[config.mk]
export PLATFORM = sky130hd
export DESIGN_NAME = uart_tx_arbiter
export DESIGN_NICKNAME = d
export VERILOG_FILES = /design/src/rtl/uart_tx_arbiter_pkg.sv /design/src/rtl/uart_tx_arbiter_rr_picker.sv /design/src/rtl/uart_tx_arbiter.sv
export SDC_FILE = /design/constraint.sdc
export NUM_CORES = 1
export LEC_CHECK = 0
export BUFFER_PORTS_ARGS = -buffer_cell sky130_fd_sc_hd__clkbuf_2
export CAP_MARGIN = 20
export CORE_MARGIN = 2
export CORE_UTILIZATION = 43
export CTS_CLUSTER_DIAMETER = 200
export DETAILED_ROUTE_END_ITERATION = 7
export PLACE_DENSITY_LB_ADDON = 0.12
export SYNTH_ARGS = -nofsm -noshare
export SYNTH_HDL_FRONTEND = slang
export SYNTH_SLANG_ARGS = --single-unit
[constraint.sdc]
create_clock -name clk -period 4.4 [get_ports clk]
set_input_delay 0 -clock clk [delete_from_list [all_inputs] [get_ports clk]]
set_output_delay 0 -clock clk [all_outputs]
set_load 0.02 [all_outputs]
[src/rtl/uart_tx_arbiter_pkg.sv]
// Shared UART/ALU package: arbiter state encoding and default byte width.
package uart_tx_arbiter_pkg;

    localparam int unsigned NB_DATA_DEFAULT = 8;

    typedef enum logic [1:0] {
        IDLE    = 2'd0,
        START   = 2'd1,
        WAIT_TX = 2'd2,
        HOLD    = 2'd3
    } arb_state_t;

endpackage

[src/rtl/uart_tx_arbiter_rr_picker.sv]
// Round-robin picker: first set request at or after rr_ptr, wrapping modulo N_REQ.
module rr_picker #(
    parameter int unsigned N_REQ = 4,
    parameter int unsigned PTR_W = (N_REQ > 1) ? $clog2(N_REQ) : 1
) (
    input  logic [N_REQ-1:0] req,
    input  logic [PTR_W-1:0] rr_ptr,
    output logic [N_REQ-1:0] pick,
    output logic             valid
);

    // Scan from the farthest offset down so the closest one to rr_ptr wins.
    always_comb begin
        logic [PTR_W-1:0] idx;
        pick  = '0;
        idx   = '0;
        for (int unsigned off = N_REQ; off > 0; off--) begin
            idx = PTR_W'((32'(rr_ptr) + off - 1) % N_REQ);
            if (req[idx]) begin
                pick      = '0;
                pick[idx] = 1'b1;
            end
        end
        valid = |req;
    end

endmodule

[src/rtl/uart_tx_arbiter.sv]
// Arbitrates N_REQ byte requesters onto a single UART transmitter with
// frame locking (owner keeps TX until its last byte) and a HOLD timeout.
module uart_tx_arbiter
    import uart_tx_arbiter_pkg::*;
#(
    parameter int unsigned NB_DATA      = NB_DATA_DEFAULT,
    parameter int unsigned N_REQ        = 4,
    parameter int unsigned HOLD_TIMEOUT = 255
) (
    input  logic                     clk,
    input  logic                     reset,
    input  logic [N_REQ-1:0]         req,
    input  logic [N_REQ*NB_DATA-1:0] req_data,
    input  logic [N_REQ-1:0]         req_last,
    output logic [N_REQ-1:0]         req_ack,
    output logic [N_REQ-1:0]         grant,
    input  logic                     tx_done_tick,
    output logic                     tx_start,
    output logic [NB_DATA-1:0]       tx_data,
    output logic                     timeout_err
);

    localparam int unsigned PTR_W = (N_REQ > 1) ? $clog2(N_REQ) : 1;
    localparam int unsigned CNT_W = (HOLD_TIMEOUT > 0) ? $clog2(HOLD_TIMEOUT + 1) : 1;

    arb_state_t         state, state_next;
    logic [PTR_W-1:0]   rr_ptr, ptr_after;
    logic [N_REQ-1:0]   grant_q, pick, ack_vec;
    logic               pick_valid, own_req, last_q;
    logic [NB_DATA-1:0] tx_data_q, mux_data;
    logic               mux_last;
    logic [CNT_W-1:0]   hold_cnt;
    logic               release_own, clear_grant, hold_clr, hold_inc;

    rr_picker #(.N_REQ(N_REQ), .PTR_W(PTR_W)) u_picker (
        .req    (req),
        .rr_ptr (rr_ptr),
        .pick   (pick),
        .valid  (pick_valid)
    );

    assign own_req = |(req & grant_q);
    assign req_ack = ack_vec;
    assign grant   = grant_q;
    assign tx_data = tx_data_q;

    // Next-state and control decode; pulses are gated off while reset is asserted.
    always_comb begin
        state_next  = state;
        ack_vec     = '0;
        tx_start    = 1'b0;
        timeout_err = 1'b0;
        release_own = 1'b0;
        clear_grant = 1'b0;
        hold_clr    = 1'b0;
        hold_inc    = 1'b0;
        case (state)
            IDLE: begin
                if (pick_valid) begin
                    ack_vec    = pick;
                    state_next = START;
                end
            end
            START: begin
                tx_start   = 1'b1;
                state_next = WAIT_TX;
            end
            WAIT_TX: begin
                if (tx_done_tick) begin
                    if (last_q) begin
                        release_own = 1'b1;
                        state_next  = IDLE;
                    end else begin
                        hold_clr   = 1'b1;
                        state_next = HOLD;
                    end
                end
            end
            HOLD: begin
                if (own_req) begin
                    ack_vec    = grant_q;
                    hold_clr   = 1'b1;
                    state_next = START;
                end else if (hold_cnt == CNT_W'(HOLD_TIMEOUT)) begin
                    timeout_err = 1'b1;
                    release_own = 1'b1;
                    state_next  = IDLE;
                end else begin
                    hold_inc = 1'b1;
                end
            end
            default: begin
                clear_grant = 1'b1;
                state_next  = IDLE;
            end
        endcase
        if (reset) begin
            ack_vec     = '0;
            tx_start    = 1'b0;
            timeout_err = 1'b0;
        end
    end

    // Data/last mux for the acknowledged requester and the pointer past the owner.
    always_comb begin
        mux_data  = '0;
        mux_last  = 1'b0;
        ptr_after = '0;
        for (int unsigned i = 0; i < N_REQ; i++) begin
            if (ack_vec[i]) begin
                mux_data = req_data[i*NB_DATA +: NB_DATA];
                mux_last = req_last[i];
            end
            if (grant_q[i]) begin
                ptr_after = PTR_W'((i + 1) % N_REQ);
            end
        end
    end

    // State, ownership, latched byte and hold counter registers.
    always_ff @(posedge clk) begin
        if (reset) begin
            state     <= IDLE;
            rr_ptr    <= '0;
            grant_q   <= '0;
            tx_data_q <= '0;
            last_q    <= 1'b0;
            hold_cnt  <= '0;
        end else begin
            state <= state_next;
            if (|ack_vec) begin
                grant_q   <= ack_vec;
                tx_data_q <= mux_data;
                last_q    <= mux_last;
            end
            if (release_own) begin
                grant_q <= '0;
                rr_ptr  <= ptr_after;
            end
            if (clear_grant) begin
                grant_q <= '0;
            end
            if (hold_clr) begin
                hold_cnt <= '0;
            end else if (hold_inc) begin
                hold_cnt <= hold_cnt + 1'b1;
            end
        end
    end

endmodule

* After elaboration in Yosys (flattened, before gate mapping) *
Cells that the tools add are included.

word-level totals
  register bits = 25
  memory bits (writable) = 0
  memory bits (read-only) = 0
  logic and storage cells = 100
  memories = 0
  bits of input ports = 43
  latch bits = 0

cells by class
  shift operators = 0
  divide/modulo/power cells = 0
  $add $sub $neg = 9
  bitwise gates (word level) = 1
  magnitude comparators = 8
  equality and inequality tests = 7
  mux-type cells = 58
  $mul = 0
  reduce and logical (&&, ||, !) cells = 11

operator list
  cell                                                  number
  2-to-1 mux 8 bit                                      4
  2-to-1 mux 4 bit                                      7
  2-to-1 mux 1 bit                                      27
  2-to-1 mux 2 bit                                      8
  < comparator 2 x 3 -> 1 bit (second input constant)   4
  OR reduction 4 bit                                    3
  adder 8 x 1 -> 8 bit (second input constant)          1
  binary-select mux 1 bit (select 2 bit)                4
  demux 1 bit (select 2 bit)                            4
  equality test 8 bit (second input constant)           1
  >= comparator 2 x 1 -> 1 bit (second input constant)  4
  one-hot mux 2 bit (4 select lines)                    1
  one-hot mux 4 bit (2 select lines)                    1
  subtractor 2 x 1 -> 2 bit (second input constant)     4
  adder 2 x 1 -> 2 bit (second input constant)          2
  adder 2 bit (second input constant)                   2
  AND 4 bit                                             1
  equality test 2 bit (second input constant)           2
  logical AND 1 bit                                     4
  != test 2 bit (second input constant)                 2
  one-hot mux 1 bit (2 select lines)                    2
  OR reduction 2 bit                                    2
  != test 3 bit (second input constant)                 1
  AND reduction 3 bit                                   1
  2 further kinds                                       2

* Logic depth before layout (Yosys ltp) *
  depth after elaboration = 17
  mapped depth = 11

* By module *
Synthesis repeated with hierarchy kept, for this count alone.

second synthesis, totals
  cell total of the unflattened synthesis = 272
  area, all modules = 2269.7 um^2

by module, submodules not included
  module           sequential area each (um^2)  times used  area each (um^2)  cells each
  uart_tx_arbiter  500.5                        1           1848.0            224
  rr_picker        0.0                          1           421.7             48

* Worst setup path before layout *
No wires, ideal clock.

  path type = register to register
  start = register rr_ptr[0]
  end = register tx_data_q[2] (netlist: tx_data[2])
  data required time = 4.264 ns
  path slack = 1.235 ns
  setup time = 0.136 ns
  cell stages (with the launch flop) = 10
  arrival = 3.030 ns
  cell sequence = dfxtp_1 inv_1 ha_1 mux4_1 a221o_1 a222oi_1 or2b_2 clkinv_1 nand2_1 a311oi_2

RTL lines
  what                                                                                                      line                                            RTL
  start: declaration                                                                                        uart_tx_arbiter.sv:27                           logic [PTR_W-1:0] rr_ptr, ptr_after;
  start signal: assignment                                                                                  uart_tx_arbiter.sv:138                          rr_ptr <= ptr_after;
  adder 2 x 1 -> 2 bit                                                                                      uart_tx_arbiter_rr_picker.sv:18                 idx = PTR_W'((32'(rr_ptr) + off - 1) % N_REQ);
  subtractor 2 x 1 -> 2 bit                                                                                 uart_tx_arbiter_rr_picker.sv:18
  < comparator 2 x 3 -> 1 bit (implied by the code) / >= comparator 2 x 1 -> 1 bit (equally long branches)  uart_tx_arbiter_rr_picker.sv:21                 pick[idx] = 1'b1;
  logical AND 1 bit (implied by the code)                                                                   uart_tx_arbiter_rr_picker.sv:21
  2-to-1 mux 1 bit (implied by the code)                                                                    uart_tx_arbiter_rr_picker.sv:21
  demux 1 bit (select 2 bit)                                                                                -
  2-to-1 mux 4 bit (3 in a row)                                                                             uart_tx_arbiter_rr_picker.sv:19                 if (req[idx]) begin
  2-to-1 mux 4 bit (*)                                                                                      uart_tx_arbiter_rr_picker.sv:19
  2-to-1 mux 4 bit (*)                                                                                      uart_tx_arbiter.sv:59                           if (pick_valid) begin
  one-hot mux 4 bit (2 select lines) (*)                                                                    uart_tx_arbiter.sv:57                           case (state)
  2-to-1 mux 4 bit (*)                                                                                      uart_tx_arbiter.sv:97                           if (reset) begin
  net req_ack[3]                                                                                            uart_tx_arbiter.sv:15                           output logic [N_REQ-1:0] req_ack,
  OR reduction 4 bit / 2-to-1 mux 8 bit (equally long branches)                                             uart_tx_arbiter.sv:131, uart_tx_arbiter.sv:110
  end signal: assignment                                                                                    uart_tx_arbiter.sv:133                          tx_data_q <= mux_data;
  end: declaration                                                                                          uart_tx_arbiter.sv:30                           logic [NB_DATA-1:0] tx_data_q, mux_data;

The timed path passes the listed nets; every way through them passes the cells marked *. The select of a mux whose other input is x is not followed.
A chain may end at the register's enable or synchronous reset.

* Worst setup path after layout *
  start = register rr_ptr[0]
  end = output req_ack[1]

on the way
  cells in the longest elaborated chain, start to end = 13

RTL lines
  what                                                                                                      line
  adder 2 x 1 -> 2 bit                                                                                      uart_tx_arbiter_rr_picker.sv:18
  subtractor 2 x 1 -> 2 bit                                                                                 uart_tx_arbiter_rr_picker.sv:18
  < comparator 2 x 3 -> 1 bit (implied by the code) / >= comparator 2 x 1 -> 1 bit (equally long branches)  uart_tx_arbiter_rr_picker.sv:21
  logical AND 1 bit (implied by the code)                                                                   uart_tx_arbiter_rr_picker.sv:21
  2-to-1 mux 1 bit (implied by the code)                                                                    uart_tx_arbiter_rr_picker.sv:21
  demux 1 bit (select 2 bit)                                                                                -
  2-to-1 mux 4 bit (3 in a row)                                                                             uart_tx_arbiter_rr_picker.sv:19
  2-to-1 mux 4 bit (*)                                                                                      uart_tx_arbiter_rr_picker.sv:19
  2-to-1 mux 4 bit (*)                                                                                      uart_tx_arbiter.sv:59
  one-hot mux 4 bit (2 select lines) (*)                                                                    uart_tx_arbiter.sv:57
  2-to-1 mux 4 bit (*)                                                                                      uart_tx_arbiter.sv:97
  end: declaration                                                                                          uart_tx_arbiter.sv:15

Mark *: on every way between the ends. The rest lies on a longest branch, timed or not. The select of a mux whose other input is x is not followed.

==> results by group <==
Cells and area
  – Layout cell share with drive strength beyond 1: 0.262
  – Ant. Diodes: 0
  – Layout filler cell count: 428
  – Final Instance Area: 2360 um^2
  – NumNets Final: 354
  – Area growth syn-to-layout: 22.7%

Worst setup path
  – CP max FO: 11
  – Critical-path cell list: inv_1 -> ha_1 -> mux4_1 -> a221o_1 -> a21oi_2 -> or2_0 -> nand2_1 -> inv_1 -> clkbuf_2
  – Critical path startpoint: rr_ptr[0]
  – Critical path class: flop to primary output
  – Critical R2R Launch: rr_ptr[0]
  – CP delay by family, top: compound AO/OA/AOI/OAI gates
  – Type of element capturing the critical path: primary output
  – Worst reg2reg setup slack: between 0.7 and 0.8 ns
  – CP dominant cell by count: inv_1
  – Startpoint Class: flop
  – CP max stage delay: 0.70 ns
  – Crit path DAT: 3.72 ns
  – Critical Path RT: 4.40 ns
  – Slowest CP cell: mux4_1
  – WP buf/inv: 3

STA
  – Worst slew pin tran: 0.731 ns
  – Final hold violation count: 0
  – Final worst setup slack: 0.680 ns
  – Max Clock Freq: 269 MHz
  – Max transition margin: 0.511
  – Period minus WS final: 3.72 ns
  – Clk_skew: 0.00416 ns
  – Period utilization: 0.845
  – Final setup fails: 0
  – Setup TNS Final: 0 ns
  – Max-slew violation count: 0
  – RSZ-0062 raised after global routing: false

Global route
  – Gr ovfl total: 0
  – Vias in the first global route: 1807
  – Total track usage: 0.208
  – Largest net degree at the start of global routing: 21
  – Initial antenna violation count: 0
  – First-pass GRT wire length: roughly 8600 um

Yosys
  – Synth cell count leaders: 32 x nor2_1, 25 x dfxtp_1, 25 x inv_1
  – #FFs+latches synth: 25
  – Post-synthesis mux area share: 0.0541
  – Largest family of logic cells by synthesized area: compound AO/OA/AOI/OAI gates
  – Async SR Flop Fraction: 0
  – Post-synth EDFFs: 0
  – Yosys top cell area share: 0.261
  – Syn avg cell area: 8.14 um^2
  – Main flop type after synthesis: dfxtp_1
  – Yosys Warn Count: 0
  – Yosys cell types: slightly above 50
  – Post-synthesis simple-gate area fraction: 0.190
  – Synth Area in Adders: 0.0782
  – Cell Area, Synth: 1920 um^2
  – XOR/XNOR share of the synthesized area: 0.0228
  – Synth Net Count: around 290
  – Compound-gate portion of the synthesized area: 0.304
  – Seq/Total Area, Yosys: 0.261
  – Post-Synthesis Cells: 236
  – Cell taking the most area after synthesis: dfxtp_1
  – Top cells by area, synth: dfxtp_1 26%, ha_1 7.8%, o211ai_1 7.0%, nor2_1 6.3%, inv_1 4.9%
  – Most used standard cell by instance count after synthesis: nor2_1

Drt
  – DRC Markers: 0
  – Routed len/inst: 14.8 um
  – Final wirelength: 5180 um
  – Routed vias: about 2000
  – DRT Pass-1 Iters: 4
  – Drt first-iter violations: 127
  – Number of nets still failing antenna checks after routing: 0
  – Vias per cell: 5.59

Clock network
  – Clock-pin slew on the worst setup and hold paths: 0.10 ns
  – TritonCTS clock tree: built
  – H-tree level count: 1
  – Clock buffer depth: 2
  – Worst-skew pair later-pin latency: 0.27 ns
  – Resize count post-CTS: 0
  – TritonCTS Sinks: 25
  – Hold Buf Count CTS: 8
  – Root buf cell: clkbuf_8
  – Setup repair bufs after CTS: 0
  – Num CTS Buffers: 3

Placed design
  – Port Buf Inserts: 60
  – Setup slack at placement: 0.817 ns
  – DPL Wire Length: 3930 um
  – DP Area: 2230 um^2
  – Routability cong.: 0.886

Power
  – LEAKAGE: around 1.0 nW
  – VDD IR max: 140 uV
  – Power Internal: 0.559 mW
  – PnR Total Power: 1.02 mW
  – Pwr/cell area: between 400 and 500 nW/um^2
  – Clock network power share: 0.142
  – Sequential share of power: 0.327
  – Net Switching: 0.462 mW
  – Sw Ratio: 0.452
  – Logic pwr share: 0.531

Floorplan
  – Overall die width: between 70 and 80 um
  – Core ar.: 4320 um^2
  – Die H: 70.8 um
  – Ports: 61
  – Die ar.: 5020 um^2
  – Initial Util: 0.444
  – Core Rows: 24

Hold path
  – Hold crit path type: input port to flop
  – Hold path startpoint: req_data[27]

Job
  – Max Cap Viol: 0

Run status
  – Status: completed
## cells in the final DEF, fill, tap and decap left out, drive strengths merged, types with 5 or more instances in the layout
cell type	n
o211ai	18
a21oi	14
clkbuf	63
inv	26
nand2	14
a311oi	9
nand4	5
o311ai	9
ha	12
nor2	33
o21ai	6
dfxtp	25
dlygate4sd3	8
## path summary, 6_finish.rpt
| check | endpoint | cells past startpoint |
|---|---|---|
| worst min register to register | hold_cnt[7] | 2 |
| worst max-delay path | req_ack[1] | 9 |
| worst max register to register | tx_data[1] | 9 |
| worst min-delay path | tx_data[3] | 3 |
## state kept, by name, summed over array words and instances (netlist names)
name	cells
state	2
rr_ptr	2
hold_cnt	8
tx_data	8
last_q	1
grant	4
## layout make-up
type                       instances  area, um^2  area share
multi-input combinational        173        1250       0.529
sequential                        25         500       0.212
timing repair buffer              70         395       0.168
inverter                          26        97.6      0.0414
tap                               52        65.1      0.0276
clock buffer                       3        41.3      0.0175
clock inverter                     1        8.76     0.00372
## per-stage QoR
stage	util	hold WS, ns	cells
after floorplan	-	0.162	236
after global placement	0.515	0.254	338
after detailed placement	0.515	0.259	338
after CTS	0.545	0.00233	350
after global routing	0.545	0.00588	350
final	0.545	0.00806	350
## logic make-up (layout without fill, tap and decap cells)
family                   count (synthesis)  after routing
AO/OA/AOI/OAI                           76             76
AND/OR/NAND/NOR                         75             75
buffers and inverters                   38            100
flip-flops                              25             25
adder cells (fa/ha/maj)                 12             12
XOR/XNOR                                 5              5
multiplexers                             5              5
## per-layer routing
metal,routed length [um],share of wire,global-route usage
met1,2480,0.48,0.310
met2,2460,0.47,0.325
met3,208,0.040,0.0242
met4,37,0.0071,0.0461
met5,0,0,0
## tightest hold or removal path: stages
cell      delay, ns
clkbuf_2       0.08
nand2_1        0.06
a311oi_2       0.09
## power groups by stage
stage / Clock [mW] / Sequential (mW) / Combinational (mW)
final: 0.145 / 0.334 / 0.542
after global placement: 0 / 0.337 / 0.528
after detailed placement: 0 / 0.340 / 0.532
after CTS: 0.150 / 0.335 / 0.540
after floorplan: 0 / 0.380 / 0.354
after global routing: 0.161 / 0.343 / 0.599
Note: power is estimated with default switching activity, not from simulation.
